==> config.mk <==
export PLATFORM = sky130hd
export DESIGN_NAME = mem_arbiter_flat
export DESIGN_NICKNAME = d
export VERILOG_FILES = /design/src/rtl/mem_arbiter_pkg.sv /design/src/rtl/mem_arbiter_if.sv /design/src/rtl/mem_arbiter_slot.sv /design/src/rtl/mem_arbiter.sv /design/src/flat_wrapper.sv
export SDC_FILE = /design/constraint.sdc
export NUM_CORES = 1
export LEC_CHECK = 0
export BUFFER_PORTS_ARGS = -buffer_cell sky130_fd_sc_hd__buf_4
export CORE_UTILIZATION = 51
export CTS_BUF_LIST = sky130_fd_sc_hd__clkbuf_4 sky130_fd_sc_hd__clkbuf_8 sky130_fd_sc_hd__clkbuf_16
export DETAILED_ROUTE_END_ITERATION = 7
export PLACE_DENSITY = 0.81
export SLEW_MARGIN = 30
export SYNTH_ARGS = -nofsm -noshare
export SYNTH_HDL_FRONTEND = slang
export SYNTH_SLANG_ARGS = --single-unit
export TNS_END_PERCENT = 1
==> constraint.sdc <==
create_clock -name clk -period 2.3 [get_ports clk]
set_clock_uncertainty 0.2 [all_clocks]
set_input_delay 0.23 -clock clk [delete_from_list [all_inputs] [get_ports clk]]
set_output_delay 0.23 -clock clk [all_outputs]
set_load 0.01 [all_outputs]
==> src/rtl/mem_arbiter_pkg.sv <==
// Shared types for the unified memory port arbiter: FSM states and the request record.
package rv32i_types;

    typedef enum logic [1:0] {
        ARB_IDLE,
        ARB_IMEM,
        ARB_DMEM
    } arb_state_t;

    typedef struct packed {
        logic [31:0] addr;
        logic [3:0]  rmask;
        logic [3:0]  wmask;
        logic [31:0] wdata;
    } mem_req_t;

    function automatic logic req_valid(input mem_req_t r);
        return |{r.rmask, r.wmask};
    endfunction

endpackage

==> src/rtl/mem_arbiter_if.sv <==
// Bundles the fetch, data and downstream memory ports of the arbiter.
interface mem_arbiter_if;
    logic [31:0] imem_addr;
    logic [3:0]  imem_rmask;
    logic [31:0] imem_rdata;
    logic        imem_resp;

    logic [31:0] dmem_addr;
    logic [3:0]  dmem_rmask;
    logic [3:0]  dmem_wmask;
    logic [31:0] dmem_wdata;
    logic [31:0] dmem_rdata;
    logic        dmem_resp;

    logic [31:0] mem_addr;
    logic [3:0]  mem_rmask;
    logic [3:0]  mem_wmask;
    logic [31:0] mem_wdata;
    logic [31:0] mem_rdata;
    logic        mem_resp;

    // Arbiter side
    modport slave (
        input  imem_addr, imem_rmask,
        output imem_rdata, imem_resp,
        input  dmem_addr, dmem_rmask, dmem_wmask, dmem_wdata,
        output dmem_rdata, dmem_resp,
        output mem_addr, mem_rmask, mem_wmask, mem_wdata,
        input  mem_rdata, mem_resp
    );

    // Core plus memory model side
    modport master (
        output imem_addr, imem_rmask,
        input  imem_rdata, imem_resp,
        output dmem_addr, dmem_rmask, dmem_wmask, dmem_wdata,
        input  dmem_rdata, dmem_resp,
        input  mem_addr, mem_rmask, mem_wmask, mem_wdata,
        output mem_rdata, mem_resp
    );
endinterface

==> src/rtl/mem_arbiter_slot.sv <==
// One-deep pending request slot for a single requester; ignores new requests while full or in flight.
module arb_req_slot
    import rv32i_types::*;
(
    input  logic     clk,
    input  logic     rst,
    input  mem_req_t i_req,
    input  logic     i_block,
    input  logic     i_grant,
    output logic     o_pending,
    output mem_req_t o_req,
    output logic     o_accept
);

    logic     r_pending;
    mem_req_t r_req;

    assign o_accept  = req_valid(i_req) && !r_pending && !i_block;
    assign o_pending = r_pending;
    assign o_req     = r_req;

    // A grant on the accepting cycle issues the request directly, so it is never stored.
    always_ff @(posedge clk) begin
        if (rst) begin
            r_pending <= 1'b0;
            r_req     <= '0;
        end else if (i_grant) begin
            r_pending <= 1'b0;
        end else if (o_accept) begin
            r_pending <= 1'b1;
            r_req     <= i_req;
        end
    end

endmodule

==> src/rtl/mem_arbiter.sv <==
// Serializes fetch and data requests onto one memory port and routes each response to its owner.
module mem_arbiter
    import rv32i_types::*;
#(
    parameter bit DMEM_FIRST = 1'b1
) (
    input  logic          clk,
    input  logic          rst,
    mem_arbiter_if.slave  bus
);

    arb_state_t r_state;
    arb_state_t w_next_state;
    mem_req_t   r_mem;

    mem_req_t   w_imem_in;
    mem_req_t   w_dmem_in;
    mem_req_t   w_imem_slot;
    mem_req_t   w_dmem_slot;
    mem_req_t   w_imem_sel;
    mem_req_t   w_dmem_sel;
    logic       w_imem_pending;
    logic       w_dmem_pending;
    logic       w_imem_accept;
    logic       w_dmem_accept;
    logic       w_imem_avail;
    logic       w_dmem_avail;
    logic       w_imem_block;
    logic       w_dmem_block;
    logic       w_grant_i;
    logic       w_grant_d;

    assign w_imem_in = '{addr: bus.imem_addr, rmask: bus.imem_rmask, wmask: 4'h0, wdata: 32'h0};
    assign w_dmem_in = '{addr: bus.dmem_addr, rmask: bus.dmem_rmask,
                         wmask: bus.dmem_wmask, wdata: bus.dmem_wdata};

    // The owner may re-request in its response cycle; otherwise an in-flight port is deaf.
    assign w_imem_block = (r_state == ARB_IMEM) && !bus.mem_resp;
    assign w_dmem_block = (r_state == ARB_DMEM) && !bus.mem_resp;

    arb_req_slot u_imem_slot (
        .clk       (clk),
        .rst       (rst),
        .i_req     (w_imem_in),
        .i_block   (w_imem_block),
        .i_grant   (w_grant_i),
        .o_pending (w_imem_pending),
        .o_req     (w_imem_slot),
        .o_accept  (w_imem_accept)
    );

    arb_req_slot u_dmem_slot (
        .clk       (clk),
        .rst       (rst),
        .i_req     (w_dmem_in),
        .i_block   (w_dmem_block),
        .i_grant   (w_grant_d),
        .o_pending (w_dmem_pending),
        .o_req     (w_dmem_slot),
        .o_accept  (w_dmem_accept)
    );

    // A request arriving while IDLE competes immediately so its pulse lands in the next cycle.
    assign w_imem_avail = w_imem_pending || w_imem_accept;
    assign w_dmem_avail = w_dmem_pending || w_dmem_accept;
    assign w_imem_sel   = w_imem_pending ? w_imem_slot : w_imem_in;
    assign w_dmem_sel   = w_dmem_pending ? w_dmem_slot : w_dmem_in;

    always_ff @(posedge clk) begin
        if (rst) begin
            r_state <= ARB_IDLE;
        end else begin
            r_state <= w_next_state;
        end
    end

    always_comb begin
        w_next_state = r_state;
        w_grant_i    = 1'b0;
        w_grant_d    = 1'b0;
        case (r_state)
            ARB_IDLE: begin
                if (w_imem_avail && (!w_dmem_avail || !DMEM_FIRST)) begin
                    w_grant_i    = 1'b1;
                    w_next_state = ARB_IMEM;
                end else if (w_dmem_avail) begin
                    w_grant_d    = 1'b1;
                    w_next_state = ARB_DMEM;
                end
            end
            ARB_IMEM, ARB_DMEM: begin
                if (bus.mem_resp) begin
                    w_next_state = ARB_IDLE;
                end
            end
            default: w_next_state = ARB_IDLE;
        endcase
    end

    // Masks pulse for one cycle; address and data stay put until the next grant.
    always_ff @(posedge clk) begin
        if (rst) begin
            r_mem <= '0;
        end else if (w_grant_i) begin
            r_mem <= w_imem_sel;
        end else if (w_grant_d) begin
            r_mem <= w_dmem_sel;
        end else begin
            r_mem.rmask <= 4'h0;
            r_mem.wmask <= 4'h0;
        end
    end

    assign bus.mem_addr   = r_mem.addr;
    assign bus.mem_rmask  = r_mem.rmask;
    assign bus.mem_wmask  = r_mem.wmask;
    assign bus.mem_wdata  = r_mem.wdata;

    assign bus.imem_resp  = !rst && (r_state == ARB_IMEM) && bus.mem_resp;
    assign bus.dmem_resp  = !rst && (r_state == ARB_DMEM) && bus.mem_resp;
    assign bus.imem_rdata = bus.mem_rdata;
    assign bus.dmem_rdata = bus.mem_rdata;

endmodule

==> src/flat_wrapper.sv <==
// flat-port wrapper written by rule: the top's interface ports become plain ports
module mem_arbiter_flat import rv32i_types::*;
#(
    parameter bit DMEM_FIRST = 1'b1
)
  (clk, rst, bus_imem_addr, bus_imem_rmask, bus_imem_rdata, bus_imem_resp, bus_dmem_addr, bus_dmem_rmask, bus_dmem_wmask, bus_dmem_wdata, bus_dmem_rdata, bus_dmem_resp, bus_mem_addr, bus_mem_rmask, bus_mem_wmask, bus_mem_wdata, bus_mem_rdata, bus_mem_resp);
  mem_arbiter_if bus_i ();
  input  logic clk;
  input  logic rst;
  input wire logic [$bits(bus_i.imem_addr)-1:0] bus_imem_addr;
  input wire logic [$bits(bus_i.imem_rmask)-1:0] bus_imem_rmask;
  output wire logic [$bits(bus_i.imem_rdata)-1:0] bus_imem_rdata;
  output wire logic [$bits(bus_i.imem_resp)-1:0] bus_imem_resp;
  input wire logic [$bits(bus_i.dmem_addr)-1:0] bus_dmem_addr;
  input wire logic [$bits(bus_i.dmem_rmask)-1:0] bus_dmem_rmask;
  input wire logic [$bits(bus_i.dmem_wmask)-1:0] bus_dmem_wmask;
  input wire logic [$bits(bus_i.dmem_wdata)-1:0] bus_dmem_wdata;
  output wire logic [$bits(bus_i.dmem_rdata)-1:0] bus_dmem_rdata;
  output wire logic [$bits(bus_i.dmem_resp)-1:0] bus_dmem_resp;
  output wire logic [$bits(bus_i.mem_addr)-1:0] bus_mem_addr;
  output wire logic [$bits(bus_i.mem_rmask)-1:0] bus_mem_rmask;
  output wire logic [$bits(bus_i.mem_wmask)-1:0] bus_mem_wmask;
  output wire logic [$bits(bus_i.mem_wdata)-1:0] bus_mem_wdata;
  input wire logic [$bits(bus_i.mem_rdata)-1:0] bus_mem_rdata;
  input wire logic [$bits(bus_i.mem_resp)-1:0] bus_mem_resp;
  assign bus_i.imem_addr = bus_imem_addr;
  assign bus_i.imem_rmask = bus_imem_rmask;
  assign bus_imem_rdata = bus_i.imem_rdata;
  assign bus_imem_resp = bus_i.imem_resp;
  assign bus_i.dmem_addr = bus_dmem_addr;
  assign bus_i.dmem_rmask = bus_dmem_rmask;
  assign bus_i.dmem_wmask = bus_dmem_wmask;
  assign bus_i.dmem_wdata = bus_dmem_wdata;
  assign bus_dmem_rdata = bus_i.dmem_rdata;
  assign bus_dmem_resp = bus_i.dmem_resp;
  assign bus_mem_addr = bus_i.mem_addr;
  assign bus_mem_rmask = bus_i.mem_rmask;
  assign bus_mem_wmask = bus_i.mem_wmask;
  assign bus_mem_wdata = bus_i.mem_wdata;
  assign bus_i.mem_rdata = bus_mem_rdata;
  assign bus_i.mem_resp = bus_mem_resp;
  mem_arbiter #(.DMEM_FIRST(DMEM_FIRST)) u_core (.clk(clk), .rst(rst), .bus(bus_i));
endmodule
**Word-level counts from Yosys, hierarchy flattened**

Index checks and enable logic that the tools add are counted.

- Add/subtract/negate cells: 0
- Multipliers: 0
- Divide/modulo/power cells: 0
- Magnitude comparators: 0
- Equality and inequality tests: 4
- Shifts and indexed selects: 0
- Mux-type cells: 15
- Bitwise gates (word level): 2
- Reduce and logical (&&, ||, !) cells: 30

Operators by type and width:

| kind | count |
|---|---|
| 2-to-1 mux 72 bit | 3 |
| 2-to-1 mux 32 bit | 2 |
| logical AND 1 bit | 11 |
| 2-to-1 mux 8 bit | 1 |
| OR reduction 8 bit | 1 |
| logical NOT 1 bit | 7 |
| 2-to-1 mux 2 bit | 3 |
| AND reduction 2 bit | 3 |
| OR reduction 2 bit | 3 |
| 2-to-1 mux 1 bit | 5 |
| case mux 2 bit (2 select lines) | 1 |
| OR reduction 4 bit | 1 |
| != test 3 x 1 -> 1 bit (second input constant) | 1 |
| equality test 2 x 1 -> 1 bit (second input constant) | 1 |
| equality test 2 bit (second input constant) | 1 |
| logical NOT 2 bit | 1 |
| logical OR 1 bit | 2 |
| != test 2 bit (second input constant) | 1 |
| inverter 1 bit | 2 |
| nonzero test 2 bit | 1 |

- Register bits: 184
- Bits in latches: 0
- Memory bits (writable): 0
- ROM bits: 0
- Input bits: 143
- Output and inout bits: 138
- Logic and storage cells: 64
- Memories kept: 0

**Logic depth before layout (Yosys ltp)**

Gate-level depths: netlist of the first run.

- Depth in word-level cells: 11
- Mapped depth: 9
- Depth with buffers taken out: 6

**By module**

Synthesis of the first run repeated with hierarchy kept, for this count alone.

- Cell total of the unflattened synthesis: 1144
- Area, all modules: 11124.4 µm²

By module, submodules not included:

| module | times used | cells an instance | area an instance (µm²) | seq. area each (µm²) |
|---|---|---|---|---|
| arb_req_slot | 2 | 321 | 3348.2 | 1461.4 |
| mem_arbiter | 1 | 502 | 4428.0 | 1481.4 |

**Worst setup path before layout of the first run**

No wires, ideal clock.

- Path kind: flip-flop to flip-flop
- Start: register u_core.r_state[0]
- End: register u_core.u_dmem_slot.r_req, in the netlist u_core.u_dmem_slot.o_req[17]
- Setup time: 70 ps
- Arrival: 1876 ps
- Data required time: 2030 ps
- Path slack: 153 ps
- Cell stages (with the launch flop): 8
- Buffers on the path: 1
- Period minus slack after synthesis: 2147 ps
- Cell sequence: dfxtp_1 inv_1 ha_1 nor2b_1 a2111oi_2 clkbuf_1 nand2_1 a21oi_1

- Longest elaborated chain between the ends: 11
- Elaborated cells on any way between the ends: 18
- Those cells by class: 2 x eq/ne; 3 x mux; 1 x bitwise; 12 x reduce/logical

Ends and longest elaborated chain:

| item | line | text |
|---|---|---|
| from (decl) | mem_arbiter.sv:12 | `arb_state_t r_state;` |
| from (signal assigned) | mem_arbiter.sv:73 | `r_state <= w_next_state;` |
| equality test 2 bit | mem_arbiter.sv:39 | `assign w_dmem_block = (r_state == ARB_DMEM) && !bus.mem_resp;` |
| logical AND 1 bit | mem_arbiter.sv:39 |  |
| logical NOT 1 bit | mem_arbiter_slot.sv:18 | `assign o_accept = req_valid(i_req) && !r_pending && !i_block;` |
| logical AND 1 bit | mem_arbiter_slot.sv:18 |  |
| logical OR 1 bit | mem_arbiter.sv:65 | `assign w_dmem_avail = w_dmem_pending \|\| w_dmem_accept;` |
| logical NOT 1 bit | mem_arbiter.sv:83 | `if (w_imem_avail && (!w_dmem_avail \|\| !DMEM_FIRST)) begin` |
| logical AND 1 bit | mem_arbiter.sv:83 |  |
| 2-to-1 mux 1 bit | mem_arbiter.sv:83 |  |
| 2-to-1 mux 1 bit | mem_arbiter.sv:81 | `case (r_state)` |
| inverter 1 bit (no source line) | -- |  |
| AND reduction 2 bit (no source line) (*) | -- |  |
| to (signal assigned) | mem_arbiter_slot.sv:31 | `r_req <= i_req;` |
| to (decl) | mem_arbiter_slot.sv:16 | `mem_req_t r_req;` |

Mark *: on every way between the ends. The rest lies on a longest branch, timed or not.
A chain may end at the register's enable or synchronous reset.

**Worst setup path in the final report of the first run**

- Start: register u_core.r_state[0]
- End: register u_core.r_mem, in the netlist u_core.bus.mem_addr[18]

- Longest elaborated chain between the ends: 10
- Elaborated cells on any way between the ends: 20
- Those cells by class: 2 x eq/ne; 6 x mux; 12 x reduce/logical

Ends and longest elaborated chain:

| item | line | text |
|---|---|---|
| equality test 2 bit | mem_arbiter.sv:39 |  |
| logical AND 1 bit | mem_arbiter.sv:39 |  |
| logical NOT 1 bit | mem_arbiter_slot.sv:18 |  |
| logical AND 1 bit | mem_arbiter_slot.sv:18 |  |
| logical OR 1 bit | mem_arbiter.sv:65 |  |
| logical NOT 1 bit | mem_arbiter.sv:83 |  |
| logical AND 1 bit | mem_arbiter.sv:83 |  |
| 2-to-1 mux 1 bit | mem_arbiter.sv:83 |  |
| 2-to-1 mux 1 bit | mem_arbiter.sv:81 |  |
| 2-to-1 mux 72 bit / nonzero test 2 bit (equally long branches) | -- |  |
| to (signal assigned) | mem_arbiter.sv:105 | `r_mem <= w_imem_sel;` |
| to (signal assigned) | mem_arbiter.sv:107 | `r_mem <= w_dmem_sel;` |
| to (decl) | mem_arbiter.sv:14 | `mem_req_t r_mem;` |

Parallel ways exist; a longest one is shown, timed or not.

==> reports/results.tsv, run 1 <==
metric	value	unit
via count	7375	
pwr dens	1139	nW/um2
fin worst setup slack	0.03033	ns
worst-path maximum fanout	20	
Rows	46	
Port Buffers	184	
Yosys warnings	0	
CTS tree	built	
HPWL after detailed placement	13360	um
Die X	130.1	um
Starting Density	52.46	%
H-tree Lvls	4	
CP cell instances	inv_1 > ha_1 > nor2b_1 > a21oi_1 > o21ai_4 > buf_12 > a221o_1	
Top FF cell, synth	dfxtp_1	
# placed instances	1201	
ANT cells	0	
Post-synth EDFFs	0	
Avg Inst Size Synth	9.263	um2
vias in the first global route	7466	
reg-to-reg setup timing slack	0.03	ns
Hold Path Class	in2reg	
Slew HR	59.67	%
Synth top area share	44.04	%
Area growth syn-to-layout	36.39	%
worst path arrival time	2.38	ns
area of the die	16920	um2
Peak Freq	440.6	MHz
R2R Path Start	u_core.r_state[0]$_SDFFE_PP0P_	
Period Utilization, post-route	98.68	%
CP endpoint	u_core.bus.mem_addr[18]$_SDFFE_PP0P_	
Slew @ Worst Pin	0.6043	ns
commonest non-fill, non-tap cell in the layout	buf_4	
vias per cell	5.491	
Min Hold Slack	0.1954	ns
Final Hold Vio Count	0	
reg2reg end	u_core.bus.mem_addr[18]$_SDFFE_PP0P_	
Cell Area, Synth	8364	um2
GP Congestion	0.7887	
leakage	4.767	nW
Max VDD drop	0.0007957	V
gr usage total	28.18	%
share of layout cells above drive strength 1	23.07	%
nets	1260	
TritonCTS Sinks	184	
initial detailed-routing violation count	508	
max-slew violations	0	
sequential area share after synthesis	44.04	%
post-layout min period	2.270	ns
first-pass GRT wire length	36940	um
ANT nets after route	0	
CORE AREA	15940	um2
Finished Layout Cells	1343	
clk_lat worst skew	0.43	ns
Filler cells	1096	
Die H	130.1	um
Setup CP Type	reg2reg	
Clk pin slew, worst setup/hold paths	0.07	ns
most frequent cells in the layout	buf_4, dfxtp_1, nand2_1	
CTS Buf Count	17	
Setup crit end kind	flip-flop	
outcome	finished clean	
# setup viols final	0	
Max Cap Viol	0	
Sequential Area	3686	um2
# IOs	281	
root buffer selected by CTS	clkbuf_16	
Worst EP required	2.41	ns
Syn Inst Count	903	
footprint of the multi-input gates	3929	um2
post-route cell area	11410	um2
drt first pass iters	5	
routed len/inst	17.47	um
FF+latch count, synth	184	
WL final	23470	um
max incr delay on CP	0.43	ns
CP startpoint	u_core.r_state[0]$_SDFFE_PP0P_	
RSZ-0062 raised after global routing	yes	
worst reg-to-reg path cell count	7	
largest net degree at the start of global routing	60	
total gr overflow	0	
Synth async-reset ratio	0	%
slowest stage cell, crit path	a21oi_1	
initial antenna violation count	0	
CTS Buffer Depth	2	
leading area contributor after synthesis	dfxtp_1	
dpl cell area	9657	um2
hold path cells	5	
dpl ws	-0.004749	ns
syn_nets	1049	
Startpoint Class	flip-flop	
ranking of synthesized cells by area	dfxtp_1, mux2i_1, nand2_1, buf_4, nand2b_1	
Distinct cells, synth	35	
# DRC	0	
## where the power goes
part	switching [mW]	internal, mW
Sequential	0.610	4.17
Clock	1.27	1.94
Combinational	2.65	2.35
## cell families after synthesis
kind of cell,synth area share (%)
muxes,13.40
buffers and inverters,9.589
AOI/OAI and AO/OA,17.04
adders and majority gates,0.4488
and+or+nand+nor,15.48
DFF,44.04
## critical path: cells and delay by family (launching register included)
family	cells	cell delay, ns
flops	1	0.34
fa+ha+maj	1	0.21
buf+inv	2	0.27
simple gates	1	0.18
compound gates	3	0.96
## stage by stage
stage                     power (mW)   TNS (ns)  utilization (%)
after floorplan                7.659          0                -
after global placement         9.454          0            60.57
after detailed placement       9.579  -0.007748            60.57
after CTS                      12.95          0            71.54
after global routing           13.69     -1.404            71.56
final                          13.00          0            71.56
## state kept, by name, summed over array words and instances, names as in the netlist
signal                        cells
u_core.bus.mem_wmask              4
u_core.u_imem_slot.o_pending      1
u_core.r_state                    2
u_core.bus.mem_addr              32
u_core.u_imem_slot.o_req         36
u_core.bus.mem_wdata             32
u_core.u_dmem_slot.o_req         72
u_core.u_dmem_slot.o_pending      1
u_core.bus.mem_rmask              4
## per-layer routing
metal / track usage (%) / wire length, um / vias up / part of all wire, %
li1: - / - / 3514 / -
met1: 32.47 / 9560 / 3502 / 41
met2: 48.31 / 11610 / 298 / 49
met3: 7.544 / 1617 / 61 / 6.9
met4: 13.75 / 684 / 0 / 2.9
met5: 0 / 0 / - / 0
## final cells by class
type | count | share of cell area (%)
multi-input cells | 583 | 34.44
inverters | 4 | 0.1316
flip-flops and latches | 184 | 32.31
clock buffers | 17 | 3.729
well taps | 216 | 2.369
clock inverters | 15 | 1.941
repair buffers | 324 | 25.08
## worst min path at each step
stage                                                     end  slack (ns)                                 startpoint
floorplan            u_core.u_dmem_slot.o_req[0]$_SDFFE_PP0P_        0.17                          bus_dmem_wdata[0]
global placement    u_core.u_dmem_slot.o_req[50]$_SDFFE_PP0P_        0.24  u_core.u_dmem_slot.o_req[50]$_SDFFE_PP0P_
detailed placement  u_core.u_dmem_slot.o_req[18]$_SDFFE_PP0P_        0.25  u_core.u_dmem_slot.o_req[18]$_SDFFE_PP0P_
CTS                 u_core.u_imem_slot.o_pending$_SDFFE_PP0P_        0.19                          bus_imem_rmask[2]
global route                               bus_dmem_rdata[11]        0.26                          bus_mem_rdata[11]
finish              u_core.u_imem_slot.o_pending$_SDFFE_PP0P_        0.20                          bus_imem_rmask[1]
## cell usage after synthesis, drive strengths merged, types with 2 or more instances
library cell and n:
inv 4, nor3 6, dfxtp 184, o21ai 3
a21oi 77, buf 86, a22o 32, a211oi 2
mux2i 112, ha 3, a311oi 4, a221o 32
nor2b 2, nor4 2, o2bb2ai 28, o22ai 4
nor2 42, nand2b 74, a2111o 2, a21o 2
nand2 146, and3b 2, clkbuf 46, a2111oi 2
## repair_timing
item                       in CTS  in global routing
buffers inserted                0                  0
hold endpoints to repair      182                  0
hold buffers                  110                  0
setup endpoints to repair       0                 62
gates resized for setup         0                  1
Power figures use the tool's default switching activity.
==> inputs of run 2 (changes only) <==
==> constraint.sdc (replaced) <==
create_clock -name clk -period 2.3 [get_ports clk]
set_clock_uncertainty 0.2 [all_clocks]
set_input_delay 0.115 -clock clk [delete_from_list [all_inputs] [get_ports clk]]
set_output_delay 0.115 -clock clk [all_outputs]
set_load 0.01 [all_outputs]
==> reports/results.tsv, run 2 (synthesized netlist as in run 1, its figures left out) <==
metric	value	unit	change
post-layout min period	2.273	ns	+0.003633 ns
initial detailed-routing violation count	518		+2.0%
worst reg-to-reg path cell count	9		+2
Startpoint Class	primary input		
vias per cell	5.450		-0.75%
most frequent cells in the layout	buf_4, dfxtp_1, nand2_1		
max-slew violations	0		unchanged
Slew HR	39.80	%	-20 points
Hold Path Class	in2out		
ANT cells	0		unchanged
WL final	23480	um	about the same
CP startpoint	bus_imem_rmask[2]		
HPWL after detailed placement	13460	um	+0.74%
H-tree Lvls	4		unchanged
Period Utilization, post-route	98.84	%	+0.16 points
vias in the first global route	7288		-2.4%
CTS Buffer Depth	2		unchanged
area of the die	16920	um2	unchanged
root buffer selected by CTS	clkbuf_16		
# setup viols final	0		unchanged
drt first pass iters	4		-1
outcome	finished clean		
commonest non-fill, non-tap cell in the layout	buf_4		
leakage	4.779	nW	+0.26%
via count	7347		-0.38%
Filler cells	1088		-0.73%
ANT nets after route	0		unchanged
post-route cell area	11450	um2	+0.36%
Hold Startpoint	bus_mem_rdata[8]		
Die H	130.1	um	unchanged
TritonCTS Sinks	184		unchanged
Peak Freq	439.9	MHz	-0.16%
Starting Density	52.46	%	unchanged
worst-path maximum fanout	19		-5.0%
Setup CP Type	in2reg		
# DRC	0		unchanged
pwr dens	1139	nW/um2	about the same
CTS Buf Count	17		unchanged
initial antenna violation count	0		unchanged
routed len/inst	17.41	um	-0.34%
R2R Path Start	u_core.r_state[0]$_SDFFE_PP0P_		
# placed instances	1200		-0.083%
Max Cap Viol	0		unchanged
Slew @ Worst Pin	0.9029	ns	+0.2987 ns
Finished Layout Cells	1348		+0.37%
first-pass GRT wire length	35890	um	-2.9%
RSZ-0062 raised after global routing	yes		
# IOs	281		unchanged
gr usage total	27.07	%	-1.1 points
largest net degree at the start of global routing	105		+75%
total gr overflow	0		unchanged
nets	1265		+0.40%
GP Congestion	0.7917		+0.38%
Min Hold Slack	0.03001	ns	-0.1654 ns
Worst EP required	2.47	ns	+0.06 ns
CTS tree	built		
share of layout cells above drive strength 1	23.85	%	+0.78 points
Area growth syn-to-layout	36.89	%	
Port Buffers	184		unchanged
Rows	46		unchanged
Clk pin slew, worst setup/hold paths	0.07	ns	about the same
worst path arrival time	2.44	ns	+0.06 ns
CORE AREA	15940	um2	unchanged
Max VDD drop	0.0008777	V	+10%
max FFs per register	72		unchanged
Setup crit end kind	flip-flop		
Final Hold Vio Count	0		unchanged
dpl cell area	9612	um2	-0.47%
clk_lat worst skew	0.43	ns	about the same
total power	13.04	mW	+0.36%
hold path cells	0		-5
fin util	71.82	%	+0.26 points
Die X	130.1	um	unchanged
==> run 2: metrics by stage <==
step	worst slack, ns	setup TNS [ns]
5_1_grt	-0.02544	-0.2191
4_1_cts	-0.0001215	-0.0001215
2_1_floorplan	0.1534	0
6_report	0.02670	0
3_3_place_gp	0.1209	0
3_5_place_dp	0.01012	0
==> run 2: layout make-up <==
cell class / instances / area (um2) / share of cell area (%)
clock inverter: 13 / 166.4 / 1.453
timing repair buffer: 329 / 2923 / 25.53
multi-input combinational: 583 / 3943 / 34.43
clock buffer: 19 / 446.7 / 3.901
sequential: 184 / 3686 / 32.19
tap: 216 / 270.3 / 2.360
inverter: 4 / 15.01 / 0.1311
==> run 2: worst paths after layout <==
path	endpoint	slack (ns)
max	u_core.bus.mem_addr[16]$_SDFFE_PP0P_	0.03
min	bus_imem_rdata[8]	0.03
max reg2reg	u_core.u_imem_slot.o_req[64]$_SDFFE_PP0P_	0.03
min reg2reg	u_core.u_dmem_slot.o_req[41]$_SDFFE_PP0P_	0.25
==> run 2: what timing repair did <==
item                       in CTS  in global routing
gates resized for setup         0                 11
buffers inserted                0                  3
hold endpoints to repair      182                  0
setup endpoints to repair       1                102
hold buffers                  109                  0
pin swaps                       0                  2
gates cloned                    0                  4
==> run 2: power breakdown <==
group / switching [mW] / total (mW) / internal, mW
sequential: 0.606 / 4.78 / 4.18
clock: 1.27 / 3.03 / 1.76
combinational: 2.75 / 5.23 / 2.48
==> run 2: metal layers <==
layer / GRT usage (%) / wire length, um
met5: 0 / 0
met4: 9.097 / 397
met3: 7.708 / 1638
met2: 46.81 / 11580
met1: 32.13 / 9856
==> run 2: critical path, stage by stage <==
cell	delay [ns]
dlygate4sd3_1	0.55
buf_4	0.15
or4_4	0.45
a2111o_1	0.47
o21ai_4	0.22
buf_4	0.29
a221o_1	0.19
